===== src/rtl/issue_scoreboard.sv =====
// Issue stage: integer register file, per-register busy scoreboard, RAW/WAW stall with
// same-cycle writeback bypass, and a registered backpressurable issue slot toward EXE.
module issue_scoreboard #(
  parameter int unsigned REG_WIDTH  = 5,
  parameter int unsigned CTRL_WIDTH = 64
) (
  input  logic                  clk,
  input  logic                  rst,
  input  logic                  id_valid,
  output logic                  id_ready,
  input  logic [REG_WIDTH-1:0]  id_rs1,
  input  logic [REG_WIDTH-1:0]  id_rs2,
  input  logic [REG_WIDTH-1:0]  id_rd,
  input  logic                  id_uses_rs1,
  input  logic                  id_uses_rs2,
  input  logic                  id_writes_rd,
  input  logic [31:0]           id_pc,
  input  logic [CTRL_WIDTH-1:0] id_ctrl,
  input  logic                  wb_wr_en,
  input  logic                  wb_clr,
  input  logic [REG_WIDTH-1:0]  wb_rd,
  input  logic [31:0]           wb_wr_data,
  input  logic                  flush,
  output logic                  ix_valid,
  input  logic                  ix_ready,
  output logic [31:0]           ix_rs1_data,
  output logic [31:0]           ix_rs2_data,
  output logic [REG_WIDTH-1:0]  ix_rd,
  output logic                  ix_writes_rd,
  output logic [31:0]           ix_pc,
  output logic [CTRL_WIDTH-1:0] ix_ctrl,
  output logic [31:0]           busy_mask
);

  localparam int unsigned NumRegs = 2 ** REG_WIDTH;

  logic [31:0] rf [NumRegs];

  logic [31:0]           busy_q, busy_d;
  logic                  ix_valid_q, ix_valid_d;
  logic [31:0]           ix_rs1_data_q, ix_rs2_data_q;
  logic [REG_WIDTH-1:0]  ix_rd_q;
  logic                  ix_writes_rd_q;
  logic [31:0]           ix_pc_q;
  logic [CTRL_WIDTH-1:0] ix_ctrl_q;

  logic        wb_any;
  logic        hazard;
  logic        accept;
  logic [31:0] rs1_data, rs2_data;

  assign wb_any = wb_wr_en | wb_clr;

  // Register file write is deliberately outside the reset branch: it still happens under rst.
  always_ff @(posedge clk) begin
    if (wb_wr_en && wb_rd != '0) begin
      rf[wb_rd] <= wb_wr_data;
    end
  end

  always_comb begin
    rs1_data = '0;
    rs2_data = '0;
    if (id_rs1 != '0) begin
      rs1_data = (wb_wr_en && wb_rd == id_rs1) ? wb_wr_data : rf[id_rs1];
    end
    if (id_rs2 != '0) begin
      rs2_data = (wb_wr_en && wb_rd == id_rs2) ? wb_wr_data : rf[id_rs2];
    end
  end

  // A writeback retiring in this cycle releases its register for a same-cycle accept.
  always_comb begin
    hazard = 1'b0;
    if (id_uses_rs1 && busy_q[id_rs1] && !(wb_any && wb_rd == id_rs1)) hazard = 1'b1;
    if (id_uses_rs2 && busy_q[id_rs2] && !(wb_any && wb_rd == id_rs2)) hazard = 1'b1;
    if (id_writes_rd && busy_q[id_rd] && !(wb_any && wb_rd == id_rd)) hazard = 1'b1;
  end

  assign id_ready = !rst && !flush && !hazard && (!ix_valid_q || ix_ready);
  assign accept   = id_valid && id_ready;

  always_comb begin
    busy_d = busy_q;
    if (wb_any) busy_d[wb_rd] = 1'b0;
    if (accept && id_writes_rd && id_rd != '0) busy_d[id_rd] = 1'b1;
    // Dropping the held op means its writeback never comes, so release its destination here.
    if (flush && ix_valid_q && ix_writes_rd_q && ix_rd_q != '0) busy_d[ix_rd_q] = 1'b0;
    busy_d[0] = 1'b0;
  end

  always_comb begin
    ix_valid_d = ix_valid_q;
    if (accept) begin
      ix_valid_d = 1'b1;
    end else if (flush || ix_ready) begin
      ix_valid_d = 1'b0;
    end
  end

  always_ff @(posedge clk) begin
    if (rst) begin
      busy_q         <= '0;
      ix_valid_q     <= 1'b0;
      ix_rs1_data_q  <= '0;
      ix_rs2_data_q  <= '0;
      ix_rd_q        <= '0;
      ix_writes_rd_q <= 1'b0;
      ix_pc_q        <= '0;
      ix_ctrl_q      <= '0;
    end else begin
      busy_q     <= busy_d;
      ix_valid_q <= ix_valid_d;
      if (accept) begin
        ix_rs1_data_q  <= rs1_data;
        ix_rs2_data_q  <= rs2_data;
        ix_rd_q        <= id_rd;
        ix_writes_rd_q <= id_writes_rd;
        ix_pc_q        <= id_pc;
        ix_ctrl_q      <= id_ctrl;
      end
    end
  end

  assign ix_valid     = ix_valid_q;
  assign ix_rs1_data  = ix_rs1_data_q;
  assign ix_rs2_data  = ix_rs2_data_q;
  assign ix_rd        = ix_rd_q;
  assign ix_writes_rd = ix_writes_rd_q;
  assign ix_pc        = ix_pc_q;
  assign ix_ctrl      = ix_ctrl_q;
  assign busy_mask    = busy_q;

endmodule


===== config.mk =====
export PLATFORM = sky130hd
export DESIGN_NAME = issue_scoreboard
export DESIGN_NICKNAME = d
export VERILOG_FILES = /design/src/rtl/issue_scoreboard.sv
export SDC_FILE = /design/constraint.sdc
export NUM_CORES = 2
export LEC_CHECK = 0
export CAP_MARGIN = 20
export CORE_UTILIZATION = 64
export CTS_CLUSTER_SIZE = 8
export DETAILED_ROUTE_END_ITERATION = 8
export DONT_BUFFER_PORTS = 1
export GPL_TIMING_DRIVEN = 0
export PLACE_DENSITY_LB_ADDON = 0.12
export SLEW_MARGIN = 40
export SYNTH_ARGS = -nofsm -noshare
export SYNTH_HDL_FRONTEND = slang
export SYNTH_SLANG_ARGS = --single-unit
export TNS_END_PERCENT = 30

===== constraint.sdc =====
create_clock -name clk -period 7.6 [get_ports clk]
set_input_delay 1.14 -clock clk [delete_from_list [all_inputs] [get_ports clk]]
set_output_delay 1.14 -clock clk [all_outputs]
set_load 0.01 [all_outputs]

Word-level counts from Yosys, hierarchy flattened
Memory sizes are Yosys's and may differ from the RTL's.
Index checks and enable logic that the tools add are counted.
{"block": "op_classes", "eq_ne": 3, "order_cmp": 8, "n_bitwise": 6, "n_reduce_logical": 39, "mux": 26}
{"op": "2-to-1 mux 32 bit", "n": 7}
{"op": "AND 32 bit", "n": 2}
{"op": "NOT 32 bit", "n": 2}
{"op": "OR 32 bit", "n": 1}
{"op": "< comparator 5 x 6 -> 1 bit, second input constant", "n": 5}
{"op": "nonzero test 5 bit", "n": 5}
{"op": "logical AND 1 bit", "n": 24}
{"op": "binary-select mux 1 bit (select 5 bit)", "n": 3}
{"op": "demux 1 bit (select 5 bit)", "n": 3}
{"op": "== test 5 bit", "n": 3}
{"op": ">= comparator 5 x 1 -> 1 bit, second input constant", "n": 3}
{"op": "2-to-1 mux 1 bit", "n": 13}
{"op": "zero test 1 bit", "n": 7}
{"op": "logical OR 1 bit", "n": 2}
{"op": "nonzero test 2 bit", "n": 1}
{"op": "OR 1 bit", "n": 1}
{"block": "word_totals", "reg_bits": 199, "memories": 1, "in_bits": 158, "ram_bits": 1024, "wordCells": 92}
{"name": "rf", "words": 32, "width": 32, "rd": 2, "rd_clocked_by_memory_dff": 0, "wr": 1, "line": "37", "source": "logic [31:0] rf [NumRegs];"}

Longest topological paths before layout
{"block": "depth", "word_depth": 16, "ltp_mapped": 12, "mapped_depth_nobuf": 7}

Worst setup path after synthesis
No wires, ideal clock.
{"block": "synth_path", "path_type": "input port to flip-flop", "start": "in wb_rd[2]", "end": "mem rf[4][0], enable pin", "required_ns": 7.087, "arrival_time_ns": 5.412, "path_slack_ns": 1.675, "path_stages": 4, "path_cell_list": "clkbuf_1 -> or3b_2 -> clkbuf_1 -> nor4b_1"}
{"block": "synth_via", "elab_chain_cells": 4}
{"element": "start: declaration", "line": "21", "source": "input logic [REG_WIDTH-1:0] wb_rd,"}
{"element": "nonzero test 5 bit", "line": "56", "source": "if (wb_wr_en && wb_rd != '0) begin"}
{"element": "logical AND 1 bit", "line": "56"}
{"element": "2-to-1 mux 1 bit", "line": "56"}
{"element": "2-to-1 mux 1 bit (not written as such)", "line": "57", "source": "rf[wb_rd] <= wb_wr_data;"}
{"element": "end: declaration", "line": "37"}
Parallel ways exist; a longest one is shown, timed or not.

Worst setup path after layout
{"block": "layout_path", "start": "in id_rd[1]", "end": "out id_ready"}
{"block": "layout_via", "elab_chain_cells": 8, "word_cells_on_any_way": 11, "classes_between": "1 x eq/ne; 3 x mux; 7 x reduce/logical"}
{"element": "start: declaration", "line": "13", "source": "input logic [REG_WIDTH-1:0] id_rd,"}
{"element": "binary-select mux 1 bit (select 5 bit) / == test 5 bit (equally long branches)", "line": "77", "source": "if (id_writes_rd && busy_q[id_rd] && !(wb_any && wb_rd == id_rd)) hazard = 1'b1;"}
{"element": "2-to-1 mux 1 bit (not written as such) / logical AND 1 bit (equally long branches)", "line": "77"}
{"element": "logical AND 1 bit / zero test 1 bit (equally long branches)", "line": "77"}
{"element": "logical AND 1 bit *", "line": "77"}
{"element": "2-to-1 mux 1 bit *", "line": "77"}
{"element": "zero test 1 bit *", "line": "80", "source": "assign id_ready = !rst && !flush && !hazard && (!ix_valid_q || ix_ready);"}
{"element": "logical AND 1 bit * (2 in a row)", "line": "80"}
{"element": "end: declaration", "line": "10", "source": "output logic id_ready,"}
Mark *: on every way between the ends. The rest lies on a longest branch, timed or not. The select of a mux whose other input is x is not followed.

==> flow_summary.json <==
{
  "grt_pass1_vias": 36400,
  "track_usage_pct": 45.5,
  "wire_per_inst_um": 44.8,
  "grt_max_degree": 35,
  "clk_latency_ns": 0.79,
  "design_area_um2": 65700,
  "crit_top_cell": "buf_2",
  "clock-sinks": 1222,
  "antenna_left": 0,
  "root_buffer": "clkbuf_16",
  "highest_layer": "met5",
  "die_w_um": 300,
  "core_um2": 87300,
  "clkSlewWorstSetupHoldPaths_ns": 0.05,
  "placementRows": 108,
  "cpMaxStageDelayCell": "a311oi_4",
  "synth_async_sr_flop_share_pct": 0,
  "portBuffers": 0,
  "skew_ns": 0.0242,
  "slew_viol_final": 0,
  "synth.distinct_cells": 55,
  "hold_path_class": "primary input to flop",
  "cts-resized-gates": 0,
  "place_area_um2": 60800,
  "hold_ws_ns": 0.449,
  "hold_violations": 0,
  "synth_edf_count": 1024,
  "finalSetupViolCount": 0,
  "p_per_area_nw_per_um2": 242,
  "drt_iter0_markers": 7215,
  "fin_setup_tns_ns": 0,
  "synth_area_um2": 56800,
  "cts_made_buffers": 170,
  "leakage_nw": 22.0,
  "fill_cells": 4750,
  "cts_tree": "done",
  "drcViolationCount": 0,
  "status": "completed",
  "ir_drop_mv": 0.274,
  "ff_latch_area_um2": 34700,
  "power_mw": 15.9,
  "fin_nets": 3385,
  "via_per_inst": 8.07,
  "worstMarginPinSlew_ns": 0.927,
  "place_congestion": 0.977,
  "max_cap_viol_count": 0,
  "crit_family": "compound AO/OA/AOI/OAI gates",
  "initial_utilization_pct": 65.0,
  "worstSetupPathType": "primary input to primary output",
  "grt_setup_unrepaired": "false",
  "max_freq_ghz": 0.186,
  "worst-path-buf-inv": 3,
  "fin_crit_sh_pct": 70.6,
  "worstPathCellList": "buf_2 > buf_1 > mux2i_1 > o22ai_1 > o21ai_0 > o2111ai_1 > a311oi_4 > buf_2 > o31a_1",
  "io_pins": 358,
  "worstPathRequired_ns": 6.46,
  "syn_inst": 2922,
  "ys_warn_count": 0,
  "wl_met1_mm": 62.7,
  "dr_total_vias": 36300,
  "fin_crit_ns": 5.37,
  "synth_top_flop_cell": "edfxtp_1",
  "met2_length_mm": 91.7,
  "avgSynthCellArea_um2": 19.4,
  "met3WireLength_mm": 31.3,
  "wirelength_mm": 202,
  "post_cts_buffers": 0,
  "drive_gt1_share_pct": 37.6,
  "cp-end-kind": "primary output",
  "dpl.hpwl_mm": 132,
  "postCtsHoldBufs": 0,
  "die_y_um": 300,
  "multi_input_area_um2": 21400,
  "firstDrtPassIters": 8,
  "syn_to_final_growth_pct": 15.7,
  "cp_max_fo": 10,
  "synth-seq-cells": 1222,
  "grt_pass1_wl_mm": 277,
  "cts_buffer_depth": 3,
  "grt-ovfl-total": 0,
  "startpoint_type": "primary input",
  "critPathArrivalTime_ns": 4.23,
  "htree_levels": 4,
  "post-route-util_pct": 75.3,
  "critPathMaxStageDelay_ns": 0.61,
  "die_area_um2": 89900,
  "slew_headroom_pct": 38.0,
  "yosysSeqAreaShare_pct": 61.1,
  "antenna_found_initial": 12
}
## cell usage after synthesis, types with 2 or more instances
master    count  area [um2]
buf_6        11         124
nor3b_1       8        60.1
nand3b_1      9        67.6
and3_1       30         188
edfxtp_1   1024       30700
mux4_2      654       14700
xor2_1        6        52.6
a211oi_1     50         375
a22o_1       17         149
o211ai_1      7        52.6
buf_1        44         165
o22ai_1       3        18.8
o21ai_0      33         165
or4_1         2        15.0
buf_2        43         215
nand2_1      17        63.8
mux2_4       96        1440
a31oi_1      20         125
xnor2_1       9        78.8
o31ai_1       4        30.0
nand2b_1     68         425
or3_1         3        18.8
nand4_1      26         163
dfxtp_1     198        3960
nor2_1       51         191
nand3_1      11        55.1
mux2_2       10         113
nor3_1        4        20.0
or3b_2        5        43.8
inv_1        10        37.5
buf_4         2        15.0
nor4_1        3        18.8
clkbuf_1    143         537
nor2b_1     166        1040
mux2i_1      84         841
o31a_1        2        17.5
a221oi_1     23         201
a21oi_1       9        45.0
## worst register-to-register path, cell delays in order, from the launching register on
cell      delay [ns]
dfxtp_1         0.56
mux4_2          0.31
mux2i_1         0.08
a31oi_1         0.31
o21ai_0         0.26
o31a_1          0.29
clkbuf_1        0.24
nand2_1         0.22
buf_2           0.48
buf_2           0.68
mux2i_1         0.32
## placed cells by master, fill, tap and decap left out, types with 33 or more instances in the layout
master | synthesis | final
edfxtp_1 | 1024 | 1024
mux4_2 | 654 | 654
o21ai_0 | 33 | 33
mux2i_1 | 84 | 84
nor2b_1 | 166 | 166
nand2b_1 | 68 | 68
clkbuf_2 | 0 | 75
mux2_4 | 96 | 96
buf_2 | 43 | 89
clkbuf_16 | 0 | 174
dfxtp_1 | 198 | 198
a211oi_1 | 50 | 46
conb_1 | 1 | 33
buf_16 | 0 | 60
clkbuf_1 | 143 | 170
## cell families after synthesis
logic type      count (synthesis)  share of synthesized area [%]
xor+xnor                       15                          0.231
buf+inv                       253                           1.93
mux                           844                           30.2
simple gates                  406                           4.21
other cells                     1                        0.00660
compound gates                181                           2.32
flops                        1222                           61.1
## registers in the layout, indices dropped and copies added (netlist names)
name          count
ix_rs1_data      32
ix_rs2_data      32
busy_mask        31
ix_pc            32
ix_writes_rd      1
ix_ctrl          64
ix_valid          1
rf             1024
ix_rd             5
## cell type report
class | instances | share of cell area, %
clock inverters | 7 | 0.149
plain buffers | 243 | 1.82
clock buffers | 276 | 7.21
multi-input cells | 1479 | 32.5
well taps | 1155 | 2.20
flip-flops and latches | 1222 | 52.8
inverters | 10 | 0.0571
diodes | 5 | 0.0190
repair buffers | 101 | 3.22
## where the power goes
part	total [mW]	switching, mW	internal (mW)
clock network	7.07	2.87	4.20
logic	1.34	0.744	0.596
registers	7.50	0.105	7.39
total	15.9	3.71	12.2
## layer usage
layer | track usage (%) | vias up
met5 | 0 | -
met4 | 31.3 | 8
met3 | 15.8 | 915
met2 | 67.3 | 3934
met1 | 57.1 | 18400
li1 | - | 13000
## per-stage QoR
step | cells | setup WS [ns]
finish | 4498 | 2.23
global route | 4496 | 2.18
CTS | 4491 | 2.40
detailed placement | 4208 | 2.27
global placement | 4109 | -3.56
floorplan | 2954 | 1.67
## final timing paths
check / startpoint / end / slack [ns] / cells after the start
worst max-delay path: id_rd[1] / id_ready / 2.23 / 9
worst min-delay path: wb_wr_data[17] / rf[15][17] / 0.45 / 0
worst max register to register: busy_mask[20] / ix_rs1_data[19] / 3.77 / 10
worst min register to register: ix_rs2_data[19] / ix_rs2_data[19] / 0.53 / 2
Power figures use the tool's default switching activity.
==> edit (same flow settings) <==
Set the parameter `CTRL_WIDTH` to 128 (it was 64).
--- a/src/rtl/issue_scoreboard.sv
+++ b/src/rtl/issue_scoreboard.sv
@@ -3,5 +3,5 @@
 module issue_scoreboard #(
   parameter int unsigned REG_WIDTH  = 5,
-  parameter int unsigned CTRL_WIDTH = 64
+  parameter int unsigned CTRL_WIDTH = 128
 ) (
   input  logic                  clk,
Interface: changed (resized id_ctrl and ix_ctrl); port bits go from 358 to 486. No check against the original RTL was run, so the function may have changed too.
==> edit against the original RTL <==
Sequential cell count rose by 64. Cell area increased by 4.3%. Wire length rose by 2.2%. Worst setup slack better by 0.80 ns. Combinational power rose by 4%. Critical path type unchanged. Total power is 4.8% higher. Synthesized area up 4.9%. Clock skew up 0.0040 ns. Critical endpoint unchanged.
==> edit: results (changes against the original RTL) <==
* Outcome: complete, no violations
* Post-DR wirelength/cell at 42.5 µm (-5.3%)
* Slew Limit Headroom at 0.337 (-0.0429)
* CTS Buf Count at 178 (+4.7%)
* Library cell used as clock root buffer: clkbuf_16
* Number of nets in the final layout at 3716 (+9.8%)
* Sequential cell area fraction in the yosys report at 0.605 (-0.00682)
* Critical register-to-register path startpoint: busy_mask[22]
* Most area-consuming cells after synthesis: edfxtp_1, mux4_2, dfxtp_1
* Initial drt markers at 6141 (-15%)
* Startpoint of the lowest-slack hold path: wb_wr_data[13]
* Gates resized, CTS repair at 0 (unchanged)
* Capture point of the critical path: id_ready
* Fraction of synthesis flops using an asynchronous set or reset pin at 0 (unchanged)
* Post-Place Cell Area at 63400 µm² (+4.2%)
* Clock H-tree levels at 4 (unchanged)
* Layout cell share with drive strength beyond 1 at 0.370 (-0.00617)
* Clock Pin Slew Worst Setup and Hold Paths at 0.05 ns (about the same)
* Count of distinct cell types in the synthesized netlist at 51 (-7.3%)
* Aggregate global-route resource usage at 0.442 (-0.0125)
* Wire length of the first global-routing pass at 283000 µm (+2.0%)
* Weighted congestion reported at the end of routability-driven placement at 0.986 (+0.85%)
* Largest net degree at the start of global routing at 35 (unchanged)
* Slack of the worst reg-to-reg path at 4.53 ns (+0.76 ns)
* Count of flip-flops with a built-in enable after synthesis at 1024 (unchanged)
* Count of input and output buffers at 0 (unchanged)
* Post-CTS setup buffer count at 0 (unchanged)
* Total of fill cells in the finished design at 5238 (+10%)
* Clk buf depth at 3 (unchanged)
* Number of antenna violations at the first check in global routing at 10 (-2)
* Pre-CTS setup slack at 2.69 ns (+0.425 ns)
* Number of warning messages in the yosys log at 0 (unchanged)
* Detailed Place HPWL at 141000 µm (+6.5%)
* Slowest CP cell: o31ai_1
* Flip-flop count of the largest register after layout at 1024 (unchanged)
* DR pass1 iterations at 8 (unchanged)
* Arr. time, crit path at 3.43 ns (-0.80 ns)
* Number of global-route vias before repair at 37.6k (+3.2%)
* Upper clock frequency limit at 219 MHz (+18%)
* Int Power at 12800 µW (+4.8%)
* Synth top cells by count: edfxtp_1, mux4_2, dfxtp_1
* Worst hold path type: in -> reg
* Clock latency of the later-clocked register in the worst-skew pair at 0.81 ns (+0.02 ns)
* Peak supply drop at 0.239 mV (-13%)
* Family with the most delay on the worst path: compound AO/OA/AOI/OAI gates
* Via-to-Cell Ratio at 7.71 (-4.4%)
* Largest driver fanout on the critical path at 10 (unchanged)
* Worst r2r path cells at 9 (-1)
* Most flops, register: rf
* Leakage power summed over all cells at 0.0234 µW (+6.0%)
* End of the worst register-to-register path: ix_rs2_data[15]
* Critical path's largest stage delay at 0.62 ns
* Startpoint of the worst setup timing path: id_rd[2]
* Largest clock skew in the final design at 0.0281 ns (+0.00396 ns)
edit: final cells by class:
class	instances	area share
flip-flops and latches	1286	0.525
multi-input cells	1618	0.328
repair buffers	92	0.0268
inverters	67	0.00367
clock inverters	9	0.00184
diodes	10	0.000365
plain buffers	251	0.0194
well taps	1243	0.0227
clock buffers	276	0.0722
edit: how the worst min path moves through the flow:
stage,to,slack [ns],depth (start not counted)
after floorplan,ix_rs2_data[3],0.50,2
after global placement,ix_rs1_data[1],0.52,2
after detailed placement,ix_rs1_data[27],0.52,2
after CTS,rf[18][17],0.41,0
after global routing,rf[1][13],0.43,0
final,rf[1][13],0.44,0
edit: cells by family after synthesis:
family | Yosys count | synth area share
AO/OA/AOI/OAI | 214 | 0.0227
XOR/XNOR | 15 | 0.00233
buffers and inverters | 318 | 0.0251
flip-flops | 1286 | 0.605
multiplexers | 904 | 0.301
other | 1 | 0.0000630
AND/OR/NAND/NOR | 452 | 0.0447
edit: per-layer routing:
layer  track usage  up-vias  wire length (µm)
li1              -    13800                 -
met3         0.165      810             29500
met4         0.308        4             16600
met1         0.527    19200             64600
met2         0.672     3666             95400
met5             0        -                92
edit: power groups by stage:
stage / clock, µW / sequential (µW) / combinational [µW]
finish: 7380 / 7890 / 1400
global route: 7640 / 7890 / 1420
CTS: 7370 / 7880 / 1350
detailed placement: 0 / 8010 / 1340
global placement: 0 / 8000 / 1280
floorplan: 0 / 7960 / 890
edit: metrics by stage:
step                      cells  utilization  hold WS, ns  total power (µW)
after floorplan            3222            -        0.496              8850
after global placement     4465        0.666        0.518              9290
after detailed placement   4557        0.689        0.524              9350
after CTS                  4842        0.745        0.407             16600
after global routing       4850        0.745        0.426             17000
final                      4852        0.745        0.437             16700
